[config.mk]
export PLATFORM = sky130hd
export DESIGN_NAME = hit_judge
export DESIGN_NICKNAME = d
export VERILOG_FILES = /design/src/rtl/dance_pkg.sv /design/src/rtl/lane_judge.sv /design/src/rtl/hit_judge.sv
export SDC_FILE = /design/constraint.sdc
export NUM_CORES = 1
export LEC_CHECK = 0
export CORE_MARGIN = 3
export CORE_UTILIZATION = 65
export DETAILED_ROUTE_END_ITERATION = 8
export HOLD_SLACK_MARGIN = 0.02
export PLACE_DENSITY = 0.92
export SKIP_CTS_REPAIR_TIMING = 1
export SYNTH_ARGS = -nofsm -noshare
export SYNTH_HDL_FRONTEND = slang
export SYNTH_HIERARCHICAL = 1
export SYNTH_SLANG_ARGS = --single-unit
[constraint.sdc]
create_clock -name clk -period 7.1 [get_ports clk]
set_input_delay 1.42 -clock clk [delete_from_list [all_inputs] [get_ports clk]]
set_output_delay 1.42 -clock clk [all_outputs]
set_load 0.01 [all_outputs]
[src/rtl/dance_pkg.sv]
// dance_pkg: definitions shared by the hit judge and the score/streak updater.
//   - JUDGE_* : 2-bit selector codes consumed by the score updater
//   - lane_state_e : per-lane judge FSM state
//   - abs_dist : absolute tick distance from the target instant
package dance_pkg;

  localparam logic [1:0] JUDGE_NONE    = 2'b00;
  localparam logic [1:0] JUDGE_OK      = 2'b01;
  localparam logic [1:0] JUDGE_PERFECT = 2'b10;
  localparam logic [1:0] JUDGE_MISS    = 2'b11;

  typedef enum logic {
    IDLE  = 1'b0,
    ARMED = 1'b1
  } lane_state_e;

  function automatic int abs_dist(int count, int target);
    return (count > target) ? count - target : target - count;
  endfunction

endpackage

[src/rtl/lane_judge.sv]
// lane_judge: one arrow lane. Arms on note_near, counts ticks while armed and
// grades the player's press against TARGET.
// Ports:
//   clk, reset (async, active low), tick, game_active (low = sync clear)
//   note_near, btn  : this lane's approach pulse and debounced button level
//   push_valid/push_code : one result to enqueue this cycle (combinational,
//                          so the FIFO captures it on the same edge as the press)
//   busy            : lane is ARMED (registered)
// Optional: GHOST_PENALTY_EN - a press on an idle lane pushes JUDGE_MISS.
module lane_judge
  import dance_pkg::*;
#(
  parameter int TARGET      = 100,
  parameter int PERFECT_TOL = 10,
  parameter int OK_TOL      = 30,
  parameter int CW          = 8
) (
  input  logic       clk,
  input  logic       reset,
  input  logic       tick,
  input  logic       game_active,
  input  logic       note_near,
  input  logic       btn,
  output logic       push_valid,
  output logic [1:0] push_code,
  output logic       busy
);

  // Last legal count; a tick here means the note has timed out.
  localparam logic [CW-1:0] LAST = CW'(TARGET + OK_TOL);

  lane_state_e   state;
  logic [CW-1:0] count;
  logic          btn_q;
  logic          press;

  assign press = btn & ~btn_q;
  assign busy  = (state == ARMED);

  function automatic logic [1:0] grade(logic [CW-1:0] c);
    int d;
    d = abs_dist(int'(c), TARGET);
    if (d <= PERFECT_TOL) return JUDGE_PERFECT;
    if (d <= OK_TOL)      return JUDGE_OK;
    return JUDGE_MISS;  // only reachable when early; late presses time out first
  endfunction

  always_comb begin
    push_valid = 1'b0;
    push_code  = JUDGE_NONE;
    if (game_active) begin
      if (note_near) begin
        // Re-arm pre-empts the old note: it is a miss, and any press this
        // cycle belongs to nobody. From IDLE, a simultaneous press is judged
        // at count 0 against the freshly armed note.
        if (state == ARMED) begin
          push_valid = 1'b1;
          push_code  = JUDGE_MISS;
        end else if (press) begin
          push_valid = 1'b1;
          push_code  = grade('0);
        end
      end else if (state == ARMED) begin
        if (press) begin
          push_valid = 1'b1;
          push_code  = grade(count);
        end else if (tick && count == LAST) begin
          push_valid = 1'b1;
          push_code  = JUDGE_MISS;
        end
      end
`ifdef GHOST_PENALTY_EN
      else if (press) begin
        push_valid = 1'b1;
        push_code  = JUDGE_MISS;
      end
`endif
    end
  end

  always_ff @(posedge clk or negedge reset) begin
    if (!reset) begin
      state <= IDLE;
      count <= '0;
      btn_q <= 1'b0;
    end else if (!game_active) begin
      state <= IDLE;
      count <= '0;
      btn_q <= 1'b0;
    end else begin
      btn_q <= btn;
      if (note_near) begin
        count <= '0;
        state <= (state == IDLE && press) ? IDLE : ARMED;
      end else if (state == ARMED) begin
        if (press || (tick && count == LAST)) begin
          state <= IDLE;
          count <= '0;
        end else if (tick) begin
          count <= count + 1'b1;
        end
      end
    end
  end

endmodule

[src/rtl/hit_judge.sv]
// hit_judge: per-lane dance-arrow timing judge feeding the score/streak updater.
// Ports:
//   clk, reset (async, active low), tick (timebase strobe), game_active
//   note_near[LANES], btn[LANES] : per-lane approach pulses / button levels
//   selector  : one-cycle judge code (00 none, 01 ok, 10 perfect, 11 miss/bad)
//   lane_busy : per-lane ARMED flags
//   overflow  : sticky, a result was dropped on a full FIFO
// Optional: GHOST_PENALTY_EN (see lane_judge).
// Same-cycle pushes enter the FIFO in ascending lane order; free space is
// measured before this cycle's pop, so a pop never makes room for a push.
module hit_judge
  import dance_pkg::*;
#(
  parameter int LANES       = 4,
  parameter int TARGET      = 100,
  parameter int PERFECT_TOL = 10,
  parameter int OK_TOL      = 30,
  parameter int FIFO_DEPTH  = 4
) (
  input  logic             clk,
  input  logic             reset,
  input  logic             tick,
  input  logic             game_active,
  input  logic [LANES-1:0] note_near,
  input  logic [LANES-1:0] btn,
  output logic [1:0]       selector,
  output logic [LANES-1:0] lane_busy,
  output logic             overflow
);

  localparam int            CW      = $clog2(TARGET + OK_TOL + 2);
  localparam int            PW      = $clog2(FIFO_DEPTH);
  localparam logic [PW:0]   DEPTH_W = (PW+1)'(FIFO_DEPTH);

  logic [LANES-1:0]         push_valid;
  logic [LANES-1:0][1:0]    push_code;

  for (genvar g = 0; g < LANES; g++) begin : g_lane
    lane_judge #(
      .TARGET(TARGET), .PERFECT_TOL(PERFECT_TOL), .OK_TOL(OK_TOL), .CW(CW)
    ) u_lane (
      .clk        (clk),
      .reset      (reset),
      .tick       (tick),
      .game_active(game_active),
      .note_near  (note_near[g]),
      .btn        (btn[g]),
      .push_valid (push_valid[g]),
      .push_code  (push_code[g]),
      .busy       (lane_busy[g])
    );
  end

  logic [1:0]               mem [FIFO_DEPTH];
  logic [PW-1:0]            wr_ptr, rd_ptr;
  logic [PW:0]              used, free, n_acc;
  logic [LANES-1:0]         accept;
  logic [LANES-1:0][PW-1:0] slot;
  logic                     drop, pop;

  assign pop = (used != '0);

  // Pack accepted pushes into consecutive slots after wr_ptr.
  always_comb begin
    free   = DEPTH_W - used;
    n_acc  = '0;
    accept = '0;
    slot   = '0;
    drop   = 1'b0;
    for (int i = 0; i < LANES; i++) begin
      if (push_valid[i]) begin
        if (n_acc < free) begin
          accept[i] = 1'b1;
          slot[i]   = wr_ptr + n_acc[PW-1:0];
          n_acc     = n_acc + 1'b1;
        end else begin
          drop = 1'b1;
        end
      end
    end
  end

  always_ff @(posedge clk) begin
    for (int i = 0; i < LANES; i++)
      if (accept[i]) mem[slot[i]] <= push_code[i];
  end

  always_ff @(posedge clk or negedge reset) begin
    if (!reset) begin
      wr_ptr   <= '0;
      rd_ptr   <= '0;
      used     <= '0;
      selector <= JUDGE_NONE;
      overflow <= 1'b0;
    end else if (!game_active) begin
      wr_ptr   <= '0;
      rd_ptr   <= '0;
      used     <= '0;
      selector <= JUDGE_NONE;
      overflow <= 1'b0;
    end else begin
      wr_ptr <= wr_ptr + n_acc[PW-1:0];
      used   <= used + n_acc - {{PW{1'b0}}, pop};
      if (pop) begin
        selector <= mem[rd_ptr];
        rd_ptr   <= rd_ptr + 1'b1;
      end else begin
        selector <= JUDGE_NONE;
      end
      if (drop) overflow <= 1'b1;
    end
  end

endmodule

==> impl_results.md, run 1 <==
* Outcome: complete, no violations
* Slew Limit Headroom at 0.561
* Final period utilization at 0.893
* Die height at 102 um
* Total grt overflow at 0
* Initial Util at 0.677
* RSZ-0062 raised after global routing: no
* Critical Path RT at 7.37 ns
* Max Fclk at 0.158 GHz
* Power Density at 200 nW/um2
* Dpl cells at 792
* Leakage at 0.00254 uW
* Pin count of the biggest net entering global routing at 51
* Post-synth EDFFs at 8
* Register area share after synthesis at 0.250
* Reg2Reg Launch Point: g_lane[0].u_lane/count[3]$_DFFE_PN0P_
* Yosys warns at 6
* Remaining antenna violation count after routing at 0
* Drt drc at 0
* Routed length per instance at 18.8 um
* Worst Clk Skew at 0.0100 ns
* CP endpoint kind: flip-flop
* Drt pass-1 iters at 7
* Cell Rows at 34
* Total global-route track usage at 0.305
* Area after DPL at 6090 um2
* Post-Syn Instances at 698
* WP buf/inv at 2
* Dpl hpwl at 11100 um
* Critical path origin: tick
* Final Non-Filler Cells at 808
* Fin. max-slew vios at 0
* Mapped Nets at 751
* Die X at 102 um
* Drt total wl at 15200 um
* Worst slack at placement at 0.520 ns
* Layout Nets at 748
* Top Ports at 19
* Initial DRC count at 405
* Number of port buffers at 18
* Layout cells sized above 1 at 0.111
* Final Hold Vio Count at 0
* Ys async rst share at 0.862
* Final hold slack at 0.490 ns
* Core ar. at 8810 um2
* Clock transition at the registers of the reported paths at 0.07 ns
* CP peak stage delay at 0.72 ns
* Cell at the slowest stage of the critical path: clkdlybuf4s50_1
* Clk root buf: clkbuf_8
* CTS buffer count at 9
* Final worst slack at 0.758 ns
* Gpl congestion at 0.993
* Arrival time at the worst endpoint at 6.62 ns
* First-pass GRT wire length at 25500 um
* Area delta synth->final at 5.96%
* Worst path top cell family by delay: compound AO/OA/AOI/OAI gates
* Worst Setup Start Kind: primary input
* Clock buffer depth at 2
* Cell Area, Synth at 5960 um2
* Max-cap violations at 0
* Max rail drop VDD at 0.129 mV
* Min Tclk post-route at 6.34 ns
* Initial antenna violation count at 0
* Flops & latches, synth at 58
* Hold WC Path Type: reg -> reg
* DR vias/cell at 6.98
* Vias at 5638
* Largest fanout on the critical path at 11
* Vias in the first global route at 5318
* Post-synth top flop: dfrtp_1
* Worst Tran Pin Value at 0.658 ns
* Clk_lat worst skew at 0.36 ns
* Final setup violation count at 0
* Clk sink count at 58
* TritonCTS clock tree: yes
* Antenna Cells at 0
* CTS H-tree depth at 3
* Distinct cells, synth at 70
* Mean post-synth cell area at 8.54 um2
* Die area at 10400 um2
* Final instance area at 6320 um2
* Cells along the critical path: clkdlybuf4s50_1 -> nand4b_1 -> o31a_1 -> o21ai_0 -> nand2_1 -> inv_1 -> nand2_1 -> a21oi_1 -> ha_1 -> o311a_1 -> a211oi_4 -> mux2i_1 -> ha_1 -> fa_1 -> xor2_1 -> xnor2_1 -> and3_2 -> nor3_1
* TNS Setup at 0 ns
* CP Class: in -> reg
* Hold path start: overflow$_DFFE_PN0P_
[registers in the layout, summed over array words and instances, names as in the netlist]
name,cells
selector,2
mem,8
wr_ptr,2
rd_ptr,2
used,3
overflow,1
g_lane.u_lane/btn_q,4
g_lane.u_lane/busy,4
g_lane.u_lane/count,32
[final timing paths]
check	endpoint	slack, ns	cells after the start
setup / recovery	used[2]$_DFF_PN0_	0.76	18
hold / removal	overflow$_DFFE_PN0P_	0.49	1
setup reg to reg	used[2]$_DFF_PN0_	1.70	19
hold reg to reg	overflow$_DFFE_PN0P_	0.49	1
max in group asynchronous	g_lane[3].u_lane/count[0]$_DFFE_PN0P_	5.48	2
min in group asynchronous	wr_ptr[0]$_DFF_PN0_	1.16	2
[worst reg2reg max path, cell delays in order, from the launching register on]
cell	delay, ns
dfrtp_1	0.51
inv_1	0.22
ha_1	0.20
nand2b_1	0.10
o31a_1	0.31
o21ai_0	0.21
nand2_1	0.13
inv_1	0.31
nand2_1	0.16
a21oi_1	0.41
ha_1	0.32
o311a_1	0.17
a211oi_4	0.44
mux2i_1	0.39
ha_1	0.32
fa_1	0.44
xor2_1	0.17
xnor2_1	0.14
and3_2	0.21
nor3_1	0.15
[routing by layer]
metal  vias up  share of wire  wire (um)  track usage
li1       2579              -          -            -
met1      2705           0.42       6300        0.400
met2       306           0.48       7300        0.499
met3        48          0.080       1210       0.0634
met4         0          0.023        350        0.110
met5         -              0          0            0
[layout by cell type (no fill, tap or decap), types with 13 or more instances in the layout]
master / synthesis / final
o21ai_0: 65 / 65
inv_1: 58 / 58
dfrtp_1: 50 / 50
nor2_1: 42 / 42
nand2_1: 42 / 42
ha_1: 40 / 40
mux2_2: 22 / 22
nand2b_1: 18 / 18
nand3_1: 18 / 18
a21oi_1: 17 / 17
o21a_1: 17 / 17
clkdlybuf4s50_1: 0 / 17
nor2b_1: 14 / 14
a211oi_1: 13 / 13
[area by class of cell]
type                       count  area, um2
tap                          108        135
inverter                      58        218
clock inverter                 5       60.1
clock buffer                  11        163
timing repair buffer          20        190
multi-input combinational    548       4060
sequential                    58       1490
fill                         667       2490
[Yosys cell counts (5+ instances only)]
cell type / number / area, um2
nor4_1: 9 / 56.3
nor2b_1: 14 / 87.6
xnor2_1: 12 / 105
dfrtp_1: 50 / 1250
mux2_2: 22 / 248
xor2_1: 12 / 105
nand4b_1: 8 / 70.1
buf_2: 22 / 110
nor3_1: 10 / 50.1
and2_1: 11 / 68.8
clkbuf_1: 7 / 26.3
mux2i_1: 12 / 120
inv_1: 58 / 218
edfxtp_1: 8 / 240
a211o_1: 8 / 70.1
nand2_1: 42 / 158
or3_1: 12 / 75.1
nand3_1: 18 / 90.1
a211oi_1: 13 / 97.6
a21boi_0: 5 / 37.5
o21a_1: 17 / 128
o21ai_0: 65 / 325
nor2_1: 42 / 158
and3_1: 10 / 62.6
nand2b_1: 18 / 113
nand4_1: 9 / 56.3
a21oi_1: 17 / 85.1
a221oi_1: 12 / 105
buf_6: 5 / 56.3
ha_1: 40 / 500
o211ai_1: 8 / 60.1
[cells by family after synthesis]
family / synth area share
xor+xnor: 0.0353
flops: 0.250
simple gates: 0.231
other cells: 0.000629
fa+ha+maj: 0.0890
mux: 0.0730
compound gates: 0.252
buf+inv: 0.0689
[stage by stage]
stage               total power [uW]   util
finish                          1260  0.717
floorplan                        789      -
detailed placement               911  0.692
CTS                             1260  0.717
global placement                 876  0.692
global route                    1350  0.717
[report_power, final]
group          internal, uW  switching (uW)  leakage [uW]
combinational           214             282       0.00167
sequential              382            42.5      0.000757
clock                   193             151      0.000111
total                   790             475       0.00254
Power figures use the tool's default switching activity.
==> inputs of run 2 (changes only) <==
--- a/config.mk
+++ b/config.mk
@@ -5,6 +5,7 @@
 export SDC_FILE = /design/constraint.sdc
 export NUM_CORES = 1
 export LEC_CHECK = 0
+export ABC_CLOCK_PERIOD_IN_PS = 7100
 export CORE_MARGIN = 3
 export CORE_UTILIZATION = 65
 export DETAILED_ROUTE_END_ITERATION = 8
==> results of run 2 <==
No change in the layout: final DEF, timing and power equal those of run 1.
